[src/rtl/mips_multicycle_ctrl_pkg.sv]
//------------------------------------------------------------------------------
// Module  : mips_multicycle_ctrl_pkg
// Brief   : State encodings, opcode/funct constants, ALU codes and the
//           control-word type shared by the multicycle MIPS controller.
// Revision: 1.0 - initial release
//------------------------------------------------------------------------------
`default_nettype none

package mips_multicycle_ctrl_pkg;

    localparam int c_state_w = 4;

    localparam logic [c_state_w-1:0] c_st_idle   = 4'd0;
    localparam logic [c_state_w-1:0] c_st_fetch  = 4'd1;
    localparam logic [c_state_w-1:0] c_st_decode = 4'd2;
    localparam logic [c_state_w-1:0] c_st_memadr = 4'd3;
    localparam logic [c_state_w-1:0] c_st_memrd  = 4'd4;
    localparam logic [c_state_w-1:0] c_st_memwb  = 4'd5;
    localparam logic [c_state_w-1:0] c_st_memwr  = 4'd6;
    localparam logic [c_state_w-1:0] c_st_rtype  = 4'd7;
    localparam logic [c_state_w-1:0] c_st_aluwb  = 4'd8;
    localparam logic [c_state_w-1:0] c_st_addiex = 4'd9;
    localparam logic [c_state_w-1:0] c_st_addiwb = 4'd10;
    localparam logic [c_state_w-1:0] c_st_branch = 4'd11;
    localparam logic [c_state_w-1:0] c_st_jump   = 4'd12;
    localparam logic [c_state_w-1:0] c_st_trap   = 4'd13;

    localparam logic [5:0] c_op_rtype = 6'b000000;
    localparam logic [5:0] c_op_lw    = 6'b100011;
    localparam logic [5:0] c_op_sw    = 6'b101011;
    localparam logic [5:0] c_op_addi  = 6'b001000;
    localparam logic [5:0] c_op_beq   = 6'b000100;
    localparam logic [5:0] c_op_bne   = 6'b000101;
    localparam logic [5:0] c_op_j     = 6'b000010;

    localparam logic [5:0] c_fn_add = 6'b100000;
    localparam logic [5:0] c_fn_sub = 6'b100010;
    localparam logic [5:0] c_fn_and = 6'b100100;
    localparam logic [5:0] c_fn_or  = 6'b100101;
    localparam logic [5:0] c_fn_slt = 6'b101010;

    localparam logic [3:0] c_alu_and = 4'b0000;
    localparam logic [3:0] c_alu_or  = 4'b0001;
    localparam logic [3:0] c_alu_add = 4'b0010;
    localparam logic [3:0] c_alu_sub = 4'b0110;
    localparam logic [3:0] c_alu_slt = 4'b0111;

    localparam logic [1:0] c_aluop_add   = 2'b00;
    localparam logic [1:0] c_aluop_sub   = 2'b01;
    localparam logic [1:0] c_aluop_funct = 2'b10;

    localparam logic [1:0] c_pcsrc_alu  = 2'd0;
    localparam logic [1:0] c_pcsrc_aluo = 2'd1;
    localparam logic [1:0] c_pcsrc_jump = 2'd2;

    localparam logic [1:0] c_srcb_b    = 2'd0;
    localparam logic [1:0] c_srcb_four = 2'd1;
    localparam logic [1:0] c_srcb_imm  = 2'd2;
    localparam logic [1:0] c_srcb_br   = 2'd3;

    // Per-state decode; pc_write_cond is qualified by the branch condition later.
    typedef struct packed {
        logic       pc_write;
        logic       pc_write_cond;
        logic [1:0] pc_src;
        logic       iord;
        logic       mem_read;
        logic       mem_write;
        logic       ir_write;
        logic       reg_dst;
        logic       mem_to_reg;
        logic       reg_write;
        logic       alu_src_a;
        logic [1:0] alu_src_b;
        logic       alu_en;
        logic [1:0] alu_op;
        logic       instr_done;
        logic       illegal;
    } ctrl_t;

    function automatic logic is_mem_op(input logic [5:0] op);
        return (op == c_op_lw) || (op == c_op_sw);
    endfunction

endpackage

`default_nettype wire

[src/rtl/mips_alu_decoder.sv]
//------------------------------------------------------------------------------
// Module  : mips_alu_decoder
// Brief   : Combinational map of (alu_op, funct) to alu_ctrl plus funct_illegal.
// Revision: 1.0 - initial release
//------------------------------------------------------------------------------
`default_nettype none

module mips_alu_decoder
    import mips_multicycle_ctrl_pkg::*;
(
    input  logic [1:0] alu_op,
    input  logic [5:0] funct,
    output logic [3:0] alu_ctrl,
    output logic       funct_illegal
);

    always_comb begin : p_decode
        alu_ctrl      = 4'b0000;
        funct_illegal = 1'b0;
        case (alu_op)
            c_aluop_add: alu_ctrl = c_alu_add;
            c_aluop_sub: alu_ctrl = c_alu_sub;
            c_aluop_funct: begin
                case (funct)
                    c_fn_add: alu_ctrl = c_alu_add;
                    c_fn_sub: alu_ctrl = c_alu_sub;
                    c_fn_and: alu_ctrl = c_alu_and;
                    c_fn_or:  alu_ctrl = c_alu_or;
                    c_fn_slt: alu_ctrl = c_alu_slt;
                    default:  funct_illegal = 1'b1;
                endcase
            end
            default: alu_ctrl = 4'b0000;
        endcase
    end

endmodule

`default_nettype wire

[src/rtl/mips_multicycle_ctrl.sv]
//------------------------------------------------------------------------------
// Module  : mips_multicycle_ctrl
// Brief   : Moore main-control FSM for a multicycle MIPS datapath, with an
//           instruction-retired strobe and an illegal-instruction trap.
//           Define MIPS_CTRL_BNE_EN to add bne support.
// Revision: 1.0 - initial release
//------------------------------------------------------------------------------
`default_nettype none

module mips_multicycle_ctrl
    import mips_multicycle_ctrl_pkg::*;
#(
    parameter logic [31:0] RESET_PC = 32'h0000_0000
)(
    input  logic        clk,
    input  logic        reset,
    input  logic [5:0]  opcode,
    input  logic [5:0]  funct,
    input  logic        zero,
    output logic        pc_en,
    output logic [1:0]  pc_src,
    output logic [31:0] pc_reset_val,
    output logic        iord,
    output logic        mem_read,
    output logic        mem_write,
    output logic        ir_write,
    output logic        reg_dst,
    output logic        mem_to_reg,
    output logic        reg_write,
    output logic        alu_src_a,
    output logic [1:0]  alu_src_b,
    output logic [3:0]  alu_ctrl,
    output logic        instr_done,
    output logic        illegal,
    output logic [3:0]  state
);

    logic [c_state_w-1:0] r_state;
    logic [c_state_w-1:0] w_next_state;
    ctrl_t                w_ctrl;
    logic [3:0]           w_dec_alu_ctrl;
    logic                 w_funct_illegal;
    logic                 w_branch_cond;

    mips_alu_decoder u_alu_decoder (
        .alu_op        (w_ctrl.alu_op),
        .funct         (funct),
        .alu_ctrl      (w_dec_alu_ctrl),
        .funct_illegal (w_funct_illegal)
    );

`ifdef MIPS_CTRL_BNE_EN
    logic r_is_bne;

    // IR is stable after FETCH, so the branch sense is latched once in DECODE.
    always_ff @(posedge clk or posedge reset) begin : p_is_bne
        if (reset) begin
            r_is_bne <= 1'b0;
        end else if (r_state == c_st_decode) begin
            r_is_bne <= (opcode == c_op_bne);
        end
    end

    assign w_branch_cond = r_is_bne ? ~zero : zero;
`else
    assign w_branch_cond = zero;
`endif

    always_ff @(posedge clk or posedge reset) begin : p_state
        if (reset) begin
            r_state <= c_st_idle;
        end else begin
            r_state <= w_next_state;
        end
    end

    always_comb begin : p_next
        w_next_state = r_state;
        case (r_state)
            c_st_idle:   w_next_state = c_st_fetch;
            c_st_fetch:  w_next_state = c_st_decode;
            c_st_decode: begin
                case (opcode)
                    c_op_rtype:     w_next_state = c_st_rtype;
                    c_op_lw,
                    c_op_sw:        w_next_state = c_st_memadr;
                    c_op_addi:      w_next_state = c_st_addiex;
                    c_op_beq:       w_next_state = c_st_branch;
`ifdef MIPS_CTRL_BNE_EN
                    c_op_bne:       w_next_state = c_st_branch;
`endif
                    c_op_j:         w_next_state = c_st_jump;
                    default:        w_next_state = c_st_trap;
                endcase
            end
            c_st_memadr: w_next_state = (is_mem_op(opcode) && opcode == c_op_sw)
                                        ? c_st_memwr : c_st_memrd;
            c_st_memrd:  w_next_state = c_st_memwb;
            c_st_memwb:  w_next_state = c_st_fetch;
            c_st_memwr:  w_next_state = c_st_fetch;
            c_st_rtype:  w_next_state = w_funct_illegal ? c_st_trap : c_st_aluwb;
            c_st_aluwb:  w_next_state = c_st_fetch;
            c_st_addiex: w_next_state = c_st_addiwb;
            c_st_addiwb: w_next_state = c_st_fetch;
            c_st_branch: w_next_state = c_st_fetch;
            c_st_jump:   w_next_state = c_st_fetch;
            c_st_trap:   w_next_state = c_st_trap;
            default:     w_next_state = c_st_trap;
        endcase
    end

    always_comb begin : p_out
        w_ctrl = '0;
        case (r_state)
            c_st_fetch: begin
                w_ctrl.mem_read  = 1'b1;
                w_ctrl.ir_write  = 1'b1;
                w_ctrl.alu_src_b = c_srcb_four;
                w_ctrl.alu_en    = 1'b1;
                w_ctrl.alu_op    = c_aluop_add;
                w_ctrl.pc_src    = c_pcsrc_alu;
                w_ctrl.pc_write  = 1'b1;
            end
            c_st_decode: begin
                w_ctrl.alu_src_b = c_srcb_br;
                w_ctrl.alu_en    = 1'b1;
                w_ctrl.alu_op    = c_aluop_add;
            end
            c_st_memadr, c_st_addiex: begin
                w_ctrl.alu_src_a = 1'b1;
                w_ctrl.alu_src_b = c_srcb_imm;
                w_ctrl.alu_en    = 1'b1;
                w_ctrl.alu_op    = c_aluop_add;
            end
            c_st_memrd: begin
                w_ctrl.iord     = 1'b1;
                w_ctrl.mem_read = 1'b1;
            end
            c_st_memwb: begin
                w_ctrl.mem_to_reg = 1'b1;
                w_ctrl.reg_write  = 1'b1;
                w_ctrl.instr_done = 1'b1;
            end
            c_st_memwr: begin
                w_ctrl.iord       = 1'b1;
                w_ctrl.mem_write  = 1'b1;
                w_ctrl.instr_done = 1'b1;
            end
            c_st_rtype: begin
                w_ctrl.alu_src_a = 1'b1;
                w_ctrl.alu_src_b = c_srcb_b;
                w_ctrl.alu_en    = 1'b1;
                w_ctrl.alu_op    = c_aluop_funct;
            end
            c_st_aluwb: begin
                w_ctrl.reg_dst    = 1'b1;
                w_ctrl.reg_write  = 1'b1;
                w_ctrl.instr_done = 1'b1;
            end
            c_st_addiwb: begin
                w_ctrl.reg_write  = 1'b1;
                w_ctrl.instr_done = 1'b1;
            end
            c_st_branch: begin
                w_ctrl.alu_src_a     = 1'b1;
                w_ctrl.alu_src_b     = c_srcb_b;
                w_ctrl.alu_en        = 1'b1;
                w_ctrl.alu_op        = c_aluop_sub;
                w_ctrl.pc_src        = c_pcsrc_aluo;
                w_ctrl.pc_write_cond = 1'b1;
                w_ctrl.instr_done    = 1'b1;
            end
            c_st_jump: begin
                w_ctrl.pc_src     = c_pcsrc_jump;
                w_ctrl.pc_write   = 1'b1;
                w_ctrl.instr_done = 1'b1;
            end
            c_st_trap: begin
                w_ctrl.illegal = 1'b1;
            end
            default: w_ctrl = '0;
        endcase
    end

    assign pc_en        = w_ctrl.pc_write | (w_ctrl.pc_write_cond & w_branch_cond);
    assign pc_src       = w_ctrl.pc_src;
    assign pc_reset_val = RESET_PC;
    assign iord         = w_ctrl.iord;
    assign mem_read     = w_ctrl.mem_read;
    assign mem_write    = w_ctrl.mem_write;
    assign ir_write     = w_ctrl.ir_write;
    assign reg_dst      = w_ctrl.reg_dst;
    assign mem_to_reg   = w_ctrl.mem_to_reg;
    assign reg_write    = w_ctrl.reg_write;
    assign alu_src_a    = w_ctrl.alu_src_a;
    assign alu_src_b    = w_ctrl.alu_src_b;
    assign alu_ctrl     = w_ctrl.alu_en ? w_dec_alu_ctrl : 4'b0000;
    assign instr_done   = w_ctrl.instr_done;
    assign illegal      = w_ctrl.illegal;
    assign state        = r_state;

endmodule

`default_nettype wire
[config.mk]
export PLATFORM = sky130hd
export DESIGN_NAME = mips_multicycle_ctrl
export DESIGN_NICKNAME = d
export VERILOG_FILES = /design/src/rtl/mips_multicycle_ctrl_pkg.sv /design/src/rtl/mips_alu_decoder.sv /design/src/rtl/mips_multicycle_ctrl.sv
export SDC_FILE = /design/constraint.sdc
export NUM_CORES = 1
export LEC_CHECK = 0
export BUFFER_PORTS_ARGS = -buffer_cell sky130_fd_sc_hd__buf_2
export CORE_ASPECT_RATIO = 0.8
export CORE_MARGIN = 4
export CORE_UTILIZATION = 30
export CTS_CLUSTER_SIZE = 28
export DETAILED_ROUTE_END_ITERATION = 6
export PLACE_DENSITY = 0.7
export SYNTH_ARGS = -nofsm -noshare
export SYNTH_HDL_FRONTEND = slang
export SYNTH_SLANG_ARGS = --single-unit
[constraint.sdc]
create_clock -name clk -period 1.3 [get_ports clk]
set_input_delay 0.065 -clock clk [delete_from_list [all_inputs] [get_ports clk]]
set_output_delay 0.065 -clock clk [all_outputs]
set_load 0.005 [all_outputs]
# Word-level counts from Yosys, hierarchy flattened
# Cells that the tools add are included.
# word_totals
output_inout_bits	55
in_bits	15
ff_bits	4
# op_classes
reduce_logical	15
n_eq_ne	25
muxes	23
bitwise_logic	2
# op_table
operator	n
6-bit == test (second input constant)	7
4-bit case mux with 7 select lines	1
5-bit case mux with 5 select lines	1
4-bit == test (second input constant)	6
4-bit case mux with 5 select lines	1
4-bit by 3-bit == test with 1-bit output (second input constant)	4
1-bit 2-to-1 mux	14
3-bit case mux with 4 select lines	1
4-bit case mux with 3 select lines	1
2-bit OR reduction	5
4-bit by 2-bit == test with 1-bit output (second input constant)	2
7-bit OR reduction	1
6-bit by 2-bit == test with 1-bit output (second input constant)	1
6-bit by 3-bit == test with 1-bit output (second input constant)	1
6-bit by 4-bit == test with 1-bit output (second input constant)	1
6-bit zero test	1
6-bit OR reduction	1
5-bit OR reduction	1
4-bit by 1-bit == test with 1-bit output (second input constant)	1
4-bit zero test	1
4-bit 2-to-1 mux	1
2-bit case mux with 2 select lines	1
4-bit OR reduction	1
3-bit 2-to-1 mux	1
9 further kinds	9

# Depth between registers and ports, before layout
# Gate-level depths: netlist of run 1.
# depth
depth_word	7
ltp_mapped	6
ltp_nobuf	4

# Hierarchy
# Synthesis of run 1 repeated with hierarchy kept, for this count alone.
# unflattened
cells_unflattened	128
area_unflattened_um2	974.7
# by_module_without_submodules
mod	area_each_um2	cells_per_inst	n_inst
mips_multicycle_ctrl	840.8	112	1
mips_alu_decoder	133.9	16	1

# Worst setup path before layout of run 1
# OpenSTA, ideal clock, no wires.
# synth_timing
path_type	reg2reg
startpoint	reg r_state[3], in the netlist state[3]
endpoint	reg r_state[0], in the netlist state[0]
arrival_ns	1.103
setup_slack_ns	0.054
stages_incl_launch_ff	6
period_less_slack_ns	1.246
n_path_buf	2
path_cell_list	dfrtp_1 -> clkbuf_1 -> clkbuf_4 -> nor2_1 -> mux2i_1 -> o2111ai_1
# synth_between
elab_chain_len	7
word_cells_on_any_way	20
cone_classes	eq/ne (13); mux (4); reduce/logical (3)
# synth_rtl
element	line_no	source
from (decl)	mips_multicycle_ctrl.sv:38	logic [c_state_w-1:0] r_state;
from (signal assigned)	mips_multicycle_ctrl.sv:71	r_state <= c_st_idle;
from (signal assigned)	mips_multicycle_ctrl.sv:73	r_state <= w_next_state;
4-bit == test / 4-bit by 2-bit == test with 1-bit output (equally long branches)	mips_multicycle_ctrl.sv:79, mips_multicycle_ctrl.sv:114	
2-bit OR reduction	--	
5-bit case mux with 5 select lines	mips_multicycle_ctrl.sv:114	case (r_state)
2-bit == test	mips_alu_decoder.sv:20	case (alu_op)
1-bit 2-to-1 mux	mips_alu_decoder.sv:20	
3-bit 2-to-1 mux	mips_multicycle_ctrl.sv:101	c_st_rtype: w_next_state = w_funct_illegal ? c_st_trap : c_st_aluwb;
4-bit case mux with 7 select lines *	mips_multicycle_ctrl.sv:79	case (r_state)
net w_next_state[0]	mips_multicycle_ctrl.sv:39	logic [c_state_w-1:0] w_next_state;
# The timed path passes the listed nets; every way through them passes the cells marked *.

# Worst setup path after layout of run 1
# layout_timing
startpoint	reg r_state[0], in the netlist state[0]
endpoint	out alu_src_b[0]
# layout_between
elab_chain_len	3
word_cells_on_any_way	8
cone_classes	eq/ne (6); mux (1); reduce/logical (1)
# layout_rtl
element	line_no	source
4-bit == test / 4-bit by 2-bit == test with 1-bit output (equally long branches)	mips_multicycle_ctrl.sv:114	
2-bit OR reduction	--	
5-bit case mux with 5 select lines *	mips_multicycle_ctrl.sv:114	
to (decl)	mips_multicycle_ctrl.sv:31	output logic [1:0] alu_src_b,
# Mark *: on every way between the ends. The rest lies on a longest branch, timed or not.

==> results.py, run 1 <==
metrics = {
    "finish": {
        "fill_cells": 257,
        "fin_cells": 219,
        "register_area_sq_um": 103.9,
        "largest_reg_flops": 4,
        "area_delta_synth_final_pct": 61.13,
        "multi_input_comb_area_sq_um": 690.7,
        "antenna_cells": 0,
        "drive_gt1_frac": 0.5355,
        "nets": 200,
        "fin_area_sq_mm": 0.001359,
    },
    "sta": {
        "final_max_slew_viol_count": 0,
        "period_share": 1.085,
        "finalSetupViolCount": 12,
        "setup_ws_ps": -110.1,
        "final.min_clock_period_ps": 1410,
        "finalHoldViolations": 0,
        "rsz0062_at_grt": "true",
        "fmax_mhz": 709.2,
        "fin_skew_ps": 1.985,
        "finalSetupTns_ps": -729.3,
    },
    "critical_path": {
        "cp_slowest_cell": "dfrtp_2",
        "critPathTopFamily": "flip-flops",
        "cp_cell_sequence": "buf_6 -> buf_12 -> xnor2_2 -> nor3_2 -> buf_2",
        "crit_type": "register to primary output",
        "cp-start-kind": "register",
        "cp.required_ps": 1240,
        "arrival_ps": 1350,
        "cp-end-kind": "primary output",
        "crit_fanout": 7,
        "max_stage_delay_ps": 420,
        "path_buf_inv": 3,
    },
    "synthesis": {
        "syn_area_sq_um": 843.3,
        "muxShareOfSynthArea": 0.01187,
        "syn_avg_cell_area_sq_um": 7.028,
        "synth_compound_area_frac": 0.1795,
        "yosys_warnings": 0,
        "synthArstFlopShare": 1.000,
        "synth-simple-area-share": 0.2982,
        "syn_inst": 120,
        "yosys.area_share.adder": 0,
        "synth-seq-cells": 4,
        "yosysSeqAreaShare": 0.1187,
        "synth_top_family_by_area": "buffers and inverters",
        "synthFlopType": "dfrtp_1",
        "synth_xor_area_frac": 0.03116,
        "synth_edf_count": 0,
        "yosysUniqueCellTypes": 44,
    },
    "routing": {
        "vias_per_cell": 4.397,
        "dr.pass1.iters": 4,
        "ant_nets": 0,
        "vias": 963,
        "drt-total-wl_um": 2450,
        "wire_per_inst_um": 11.19,
        "route.detailed.drc": 0,
        "drt-initial-drc-count": 28,
    },
    "clock_tree": {
        "insertion_delay_ps": 240,
        "numCtsBuffers": 3,
        "h-tree-depth": 1,
        "cts.clk_slew.worst_paths_ps": 40,
        "cts_sinks": 4,
        "cts.path.max_buffers": 2,
        "cts_tree": "built",
        "clockRootBuffer": "clkbuf_4",
    },
    "pwr": {
        "peakVddDrop_v": 0.0004741,
        "finalPower_mw": 2.688,
        "power_density_mw_per_mm2": 1978,
        "power.leakage_nw": 0.6712,
    },
    "run_status": {
        "violations": "negative setup slack",
        "run_status": "complete, but fails checks",
    },
    "floorplan": {
        "die_y_um": 55.42,
        "io_pins": 70,
        "initial_core_util": 0.3291,
        "rows": 16,
        "die-area_sq_mm": 0.003728,
        "coreArea_sq_mm": 0.002562,
        "die_w_um": 67.28,
    },
    "placement": {
        "globalplace.congestion": 0.8148,
        "post-dp-hpwl_um": 1731,
        "port_buffers": 36,
        "dpl-instance-area_sq_um": 985.9,
        "place_inst": 196,
        "dp_slack_ps": -2.853,
    },
    "grt": {
        "grt_max_degree": 14,
        "grt_usage": 0.1278,
        "antenna_found_initial": 0,
        "overflow": 0,
        "grt_pass1_vias": 877,
        "grt_pass1_wl_um": 3829,
    },
    "min_path": {
        "min_path_type": "input port to register",
    },
    "flow_run": {
        "cap_violations": 0,
    },
}
[final timing paths]
check	endpoint	startpoint	slack (ps)	cells past startpoint
min reg2reg	state[0]$_DFF_PP0_	state[1]$_DFF_PP0_	710	2
max in group asynchronous	state[2]$_DFF_PP0_	reset	860	3
max	alu_src_b[0]	state[0]$_DFF_PP0_	-110	5
min	state[2]$_DFF_PP0_	opcode[4]	210	3
min in group asynchronous	state[0]$_DFF_PP0_	reset	260	3
max reg2reg	state[0]$_DFF_PP0_	state[1]$_DFF_PP0_	-60	5
[placed cells by master, fill, tap and decap left out, types with 2 or more instances in the layout]
cell type  count
dfrtp_2        3
a21oi_2        2
o21ai_1        4
a31oi_1        2
buf_2         36
buf_12         2
clkbuf_4       3
conb_1        33
nor2_1         3
nor3_2         3
nand3_1        5
nand2b_4       3
buf_6          9
buf_4         19
o21ai_0        2
nand2b_1       2
nor3_1         4
a21oi_1        2
nor2_4         4
nor2_2         2
xnor2_2        2
nand2_2        2
nand2_1        6
[worst reg2reg max path, stage by stage (launching register included)]
cell	delay (ps)
dfrtp_1	390
buf_4	160
or3_1	370
a31oi_1	170
a41oi_2	70
o2111ai_1	100
[logic make-up after synthesis]
group	count (synthesis)
mux	1
buf+inv	42
other cells	1
flops	4
compound gates	23
simple gates	46
xor+xnor	3
[layer usage]
metal	routed length, um	global-route usage	vias to the layer above
met1	1054	0.1663	436
met3	235	0.01623	2
met4	14	0.06069	0
met5	0	0	-
met2	1146	0.2045	45
li1	-	-	480
[cell usage after synthesis (2+ instances only)]
| cell type | number | area share |
|---|---|---|
| nand2_1 | 8 | 0.036 |
| buf_4 | 35 | 0.31 |
| nor3_1 | 8 | 0.047 |
| o21ai_0 | 3 | 0.018 |
| dfrtp_1 | 4 | 0.12 |
| o21ai_1 | 3 | 0.018 |
| nor2_1 | 8 | 0.036 |
| a31oi_1 | 2 | 0.015 |
| nand3_1 | 5 | 0.030 |
| clkbuf_1 | 2 | 0.0089 |
| xnor2_1 | 2 | 0.021 |
| nand2b_1 | 5 | 0.037 |
| a21oi_1 | 4 | 0.024 |
[through the flow]
step | hold slack, ps | utilization
after CTS | 202.8 | 0.4639
final | 212.8 | 0.5303
after global routing | 269.6 | 0.5303
after detailed placement | -37.00 | 0.3848
after global placement | -41.51 | 0.3848
after floorplan | -168.9 | -
[what timing repair did]
action | in CTS | in global routing
buffers inserted | 12 | 7
endpoints found under the setup margin | 17 | 18
pin swaps | 7 | 8
resized for setup | 23 | 23
hold buffers | 1 | 0
endpoints found under the hold margin | 4 | 0
[power breakdown]
part | total, mW | internal (mW) | switching (mW)
Combinational | 2.26 | 1.23 | 1.03
Clock | 0.163 | 0.104 | 0.0589
Sequential | 0.268 | 0.189 | 0.0787
[cell type report]
type,instances,share of cell area
clock buffer,3,0.01657
sequential,4,0.07643
tap,36,0.03315
timing repair buffer,68,0.3600
inverter,2,0.005525
multi-input combinational,106,0.5083
(Power assumes the default switching activity.)
==> run 2, diff against run 1 <==
PLACE_DENSITY = 0.76   (was 0.7)
clock period = 1.6 ns   (was 1.3 ns; I/O delays follow)
==> results.py, run 2 (synthesized netlist as in run 1, its figures left out) <==
metrics = {
    "grt": {
        "overflow": 0,
        "grt_usage": 0.1135,
        "antenna_found_initial": 0,
        "grt_pass1_wl_um": 3408,
        "grt_pass1_vias": 765,
        "grt_max_degree": 15,
    },
    "min_path": {
        "min_path_type": "input port to register",
    },
    "floorplan": {
        "io_pins": 70,
        "die_w_um": 67.28,
        "coreArea_sq_mm": 0.002562,
        "die-area_sq_mm": 0.003728,
        "rows": 16,
        "initial_core_util": 0.3291,
        "die_y_um": 55.42,
    },
    "clock_tree": {
        "cts_sinks": 4,
        "insertion_delay_ps": 230,
        "clockRootBuffer": "clkbuf_4",
        "numCtsBuffers": 3,
        "h-tree-depth": 1,
        "cts_tree": "built",
        "cts.clk_slew.worst_paths_ps": 40,
        "cts.path.max_buffers": 2,
    },
    "pwr": {
        "peakVddDrop_v": 0.0003272,
        "power_density_mw_per_mm2": 1419,
        "power.leakage_nw": 0.5113,
    },
    "critical_path": {
        "cp-start-kind": "register",
        "crit_fanout": 11,
        "crit_type": "register to primary output",
        "r2r_slack_ps": 300,
        "arrival_ps": 1380,
        "cp.required_ps": 1520,
        "cp-end-kind": "primary output",
    },
    "sta": {
        "setup_ws_ps": 142.2,
        "fin_skew_ps": 1.001,
        "holdWs_ps": 229.9,
        "final_max_slew_viol_count": 0,
        "finalHoldViolations": 0,
        "fmax_mhz": 685.9,
        "finalSetupViolCount": 0,
        "period_share": 0.9112,
        "finalSetupTns_ps": 0,
        "final.min_clock_period_ps": 1458,
        "rsz0062_at_grt": "false",
    },
    "finish": {
        "fin_util": 0.3901,
        "fill_cells": 300,
        "area_delta_synth_final_pct": 18.55,
        "largest_reg_flops": 4,
        "fin_area_sq_um": 999.7,
        "final_common_cell": "buf_2",
        "drive_gt1_frac": 0.3416,
        "final_cell_mix": "buf_2, conb_1, buf_4",
        "antenna_cells": 0,
        "nets": 178,
    },
    "routing": {
        "route.detailed.drc": 0,
        "ant_nets": 0,
        "drt-total-wl_um": 2101,
        "drt-initial-drc-count": 27,
        "dr.pass1.iters": 4,
        "vias": 857,
        "wire_per_inst_um": 10.66,
        "vias_per_cell": 4.350,
    },
    "placement": {
        "dpl-instance-area_sq_um": 948.4,
        "dp_slack_ps": 273.6,
        "port_buffers": 36,
        "post-dp-hpwl_um": 1728,
        "globalplace.congestion": 0.7859,
    },
    "run_status": {
        "run_status": "completed",
    },
    "flow_run": {
        "cap_violations": 0,
    },
}
## run 2: report_power, final
group / internal (mW) / switching, mW / total, mW
clock: 0.0840 / 0.0429 / 0.127
combinational: 0.504 / 0.530 / 1.03
sequential: 0.154 / 0.103 / 0.257
total: 0.742 / 0.676 / 1.42
## run 2: final cells by class
cell class	instances	area, sq um	share of cell area
clock buffer	3	22.52	0.02253
inverter	2	7.507	0.007509
multi-input combinational	106	563.0	0.5632
sequential	4	103.9	0.1039
tap	36	45.04	0.04506
timing repair buffer	46	257.7	0.2578
## run 2: worst paths after layout
path,cells past startpoint,startpoint,to
max,5,state[3]$_DFF_PP0_,instr_done
min,3,opcode[4],state[2]$_DFF_PP0_
max reg2reg,4,state[0]$_DFF_PP0_,state[0]$_DFF_PP0_
min reg2reg,3,state[3]$_DFF_PP0_,state[3]$_DFF_PP0_
max in group asynchronous,3,reset,state[0]$_DFF_PP0_
min in group asynchronous,3,reset,state[1]$_DFF_PP0_
## run 2: per-stage QoR
stage	std cells	power [mW]
after global routing	197	1.592
after CTS	195	1.403
after floorplan	152	0.9345
after detailed placement	191	1.266
after global placement	191	1.265
final	197	1.418
## run 2: metal layers
metal	routed length, um	vias to the layer above	track usage
met5	0	-	0
li1	-	437	-
met3	193	2	0.01420
met1	893	382	0.1422
met4	23	0	0.06069
met2	991	36	0.1849
## run 2: timing repair
item	4_1_cts	5_1_grt
gates resized for setup	0	3
hold buffers	1	0
buffers inserted	0	2
endpoints found under the hold margin	4	0
endpoints found under the setup margin	0	6
## run 2: worst max-delay path, stage by stage (launching register included)
cell and delay [ps]:
dfrtp_2 460, nand2b_1 230, o21ai_0 160, nand2_1 90
o21ai_1 70, buf_2 120
==> run 3, diff against run 2 <==
ABC_AREA = 1   (was unset)
PLACE_DENSITY = 0.75   (was 0.76)
==> results.py, run 3 <==
metrics = {
    "run_status": {
        "run_status": "completed",
    },
    "floorplan": {
        "rows": 17,
        "die_y_um": 56.60,
        "io_pins": 70,
        "initial_core_util": 0.3179,
        "die_w_um": 68.76,
        "coreArea_sq_mm": 0.002786,
        "die-area_sq_mm": 0.003892,
    },
    "clock_tree": {
        "clockRootBuffer": "clkbuf_8",
        "cts.clk_slew.worst_paths_ps": 30,
        "numCtsBuffers": 3,
        "cts_tree": "built",
        "insertion_delay_ps": 220,
        "h-tree-depth": 1,
        "cts_sinks": 4,
        "cts.path.max_buffers": 2,
    },
    "critical_path": {
        "cp-start-kind": "register",
        "path_buf_inv": 2,
        "crit_top_cell": "nand2_2",
        "crit_type": "register to primary output",
        "crit_fanout": 7,
        "cp.required_ps": 1520,
        "max_stage_delay_ps": 440,
        "cp_slowest_cell": "dfrtp_2",
        "cp_cell_sequence": "nand2_2 -> inv_1 -> nand2_2 -> nand2_1 -> or2_2 -> buf_2",
        "arrival_ps": 1480,
        "critPathTopFamily": "simple AND/OR/NAND/NOR gates",
        "crit_cells": 6,
        "ff2ff_path_depth": 6,
        "cp-end-kind": "primary output",
    },
    "sta": {
        "final_max_slew_viol_count": 0,
        "period_share": 0.9726,
        "setup_ws_ps": 43.86,
        "final.min_clock_period_ps": 1556,
        "fmax_mhz": 642.6,
        "fin_skew_ps": 3.486,
        "rsz0062_at_grt": "true",
        "finalSetupViolCount": 0,
        "finalHoldViolations": 0,
    },
    "synthesis": {
        "synthArstFlopShare": 1.000,
        "yosys_warnings": 0,
        "syn_inst": 156,
        "synth_most_common_cell": "buf_4",
        "syn_avg_cell_area_sq_um": 5.679,
        "netlist_top_cells_count": "buf_4, nand2_1, inv_1",
        "synthFlopType": "dfrtp_1",
        "yosysSeqAreaShare": 0.1130,
        "synth_edf_count": 0,
        "yosysUniqueCellTypes": 21,
        "ys_top_cells_by_area": "buf_4, nand2_1, dfrtp_1",
        "post-synth-top-area-fraction": 0.2797,
        "synth-seq-cells": 4,
        "synth_area_leader_cell": "buf_4",
        "syn_area_sq_um": 885.9,
    },
    "min_path": {
        "min_path_type": "input port to register",
        "worstHoldPathCells": 4,
    },
    "placement": {
        "globalplace.congestion": 0.9034,
        "port_buffers": 36,
        "dp_slack_ps": 178.4,
        "post-dp-hpwl_um": 1880,
        "place_inst": 228,
    },
    "routing": {
        "drt-initial-drc-count": 46,
        "route.detailed.drc": 0,
        "drt-total-wl_um": 2189,
        "wire_per_inst_um": 9.315,
        "dr.pass1.iters": 5,
        "vias": 927,
        "vias_per_cell": 3.945,
        "ant_nets": 0,
    },
    "finish": {
        "largest_reg_flops": 4,
        "area_delta_synth_final_pct": 22.88,
        "fin_cells": 235,
        "drive_gt1_frac": 0.3299,
        "final_cell_mix": "buf_2, conb_1, nand2_1",
        "antenna_cells": 0,
        "final_common_cell": "buf_2",
        "nets": 214,
    },
    "grt": {
        "grt_pass1_wl_um": 3063,
        "grt_usage": 0.1032,
        "antenna_found_initial": 0,
        "grt_pass1_vias": 754,
        "grt_max_degree": 10,
        "overflow": 0,
    },
    "pwr": {
        "power.leakage_nw": 0.7199,
        "power_density_mw_per_mm2": 347.1,
        "finalPower_uw": 377.8,
        "peakVddDrop_v": 0.0001100,
    },
    "flow_run": {
        "cap_violations": 0,
    },
}
==> run 3: cell count changes in the layout (fill, tap and decap cells not counted), moves of 4 or more <==
| cell | change |
|---|---|
| nand2_1 | +19 |
| nor3_1 | -5 |
| nand2b_1 | -5 |
| inv_1 | +22 |
| nand3_1 | +7 |
| nor2_1 | +11 |
| nor2_4 | +4 |
| buf_4 | -7 |
==> run 3: repair_timing <==
| action | in CTS | in global routing |
|---|---|---|
| buffers inserted | 0 | 3 |
| resized for setup | 3 | 14 |
| cloned | 0 | 0 |
| hold buffers | 1 | 0 |
| hold endpoints to repair | 4 | 0 |
| pin swaps | 0 | 1 |
| setup endpoints to repair | 2 | 6 |
==> run 3: stage by stage <==
step | instance area [sq um] | utilization | setup TNS, ps | hold slack [ps]
after detailed placement | 974.7 | 0.3498 | 0 | -35.21
after global placement | 974.7 | 0.3498 | 0 | -36.92
after global routing | 1089 | 0.3907 | -29.32 | 300.3
after floorplan | 1006 | - | 0 | -153.9
after CTS | 1028 | 0.3691 | 0 | 287.3
final | 1089 | 0.3907 | 0 | 278.3
==> run 3: worst paths after layout <==
check	slack (ps)	to	from
min reg2reg	800	state[3]$_DFF_PP0_	state[3]$_DFF_PP0_
min in group asynchronous	290	state[0]$_DFF_PP0_	reset
min	280	state[2]$_DFF_PP0_	opcode[3]
max in group asynchronous	1140	state[2]$_DFF_PP0_	reset
max reg2reg	290	state[0]$_DFF_PP0_	state[1]$_DFF_PP0_
max	40	instr_done	state[0]$_DFF_PP0_
==> run 3: area by class of cell <==
type | instances | area [sq um]
clock buffers | 3 | 41.29
inverters | 29 | 113.9
fillers | 317 | 1698
multi-input cells | 121 | 570.5
repair buffers | 40 | 210.2
well taps | 38 | 47.55
flip-flops and latches | 4 | 105.1
==> run 3: metal layers <==
layer / up-vias / share of wire / GRT usage
met1: 401 / 0.42 / 0.1250
met2: 33 / 0.50 / 0.1673
met5: - / 0 / 0
met3: 2 / 0.081 / 0.03000
met4: 0 / 0.0055 / 0.04167
li1: 491 / - / -
==> run 3: worst min-delay path, stage by stage <==
cell and delay, ps:
buf_2 120, nand3_1 80, nand4_1 80, nand3_1 80
==> run 3: kinds of logic after synthesis <==
group | Yosys count | share of synthesized area
simple gates | 77 | 0.3969
buf+inv | 63 | 0.4181
compound gates | 11 | 0.06779
flops | 4 | 0.1130
other cells | 1 | 0.004233
==> run 3: where the power goes <==
group | leakage (nW) | internal, mW | switching [mW]
registers | 0.0376 | 0.102 | 0
logic | 0.661 | 0.0212 | 0.0455
clock network | 0.0216 | 0.160 | 0.0492
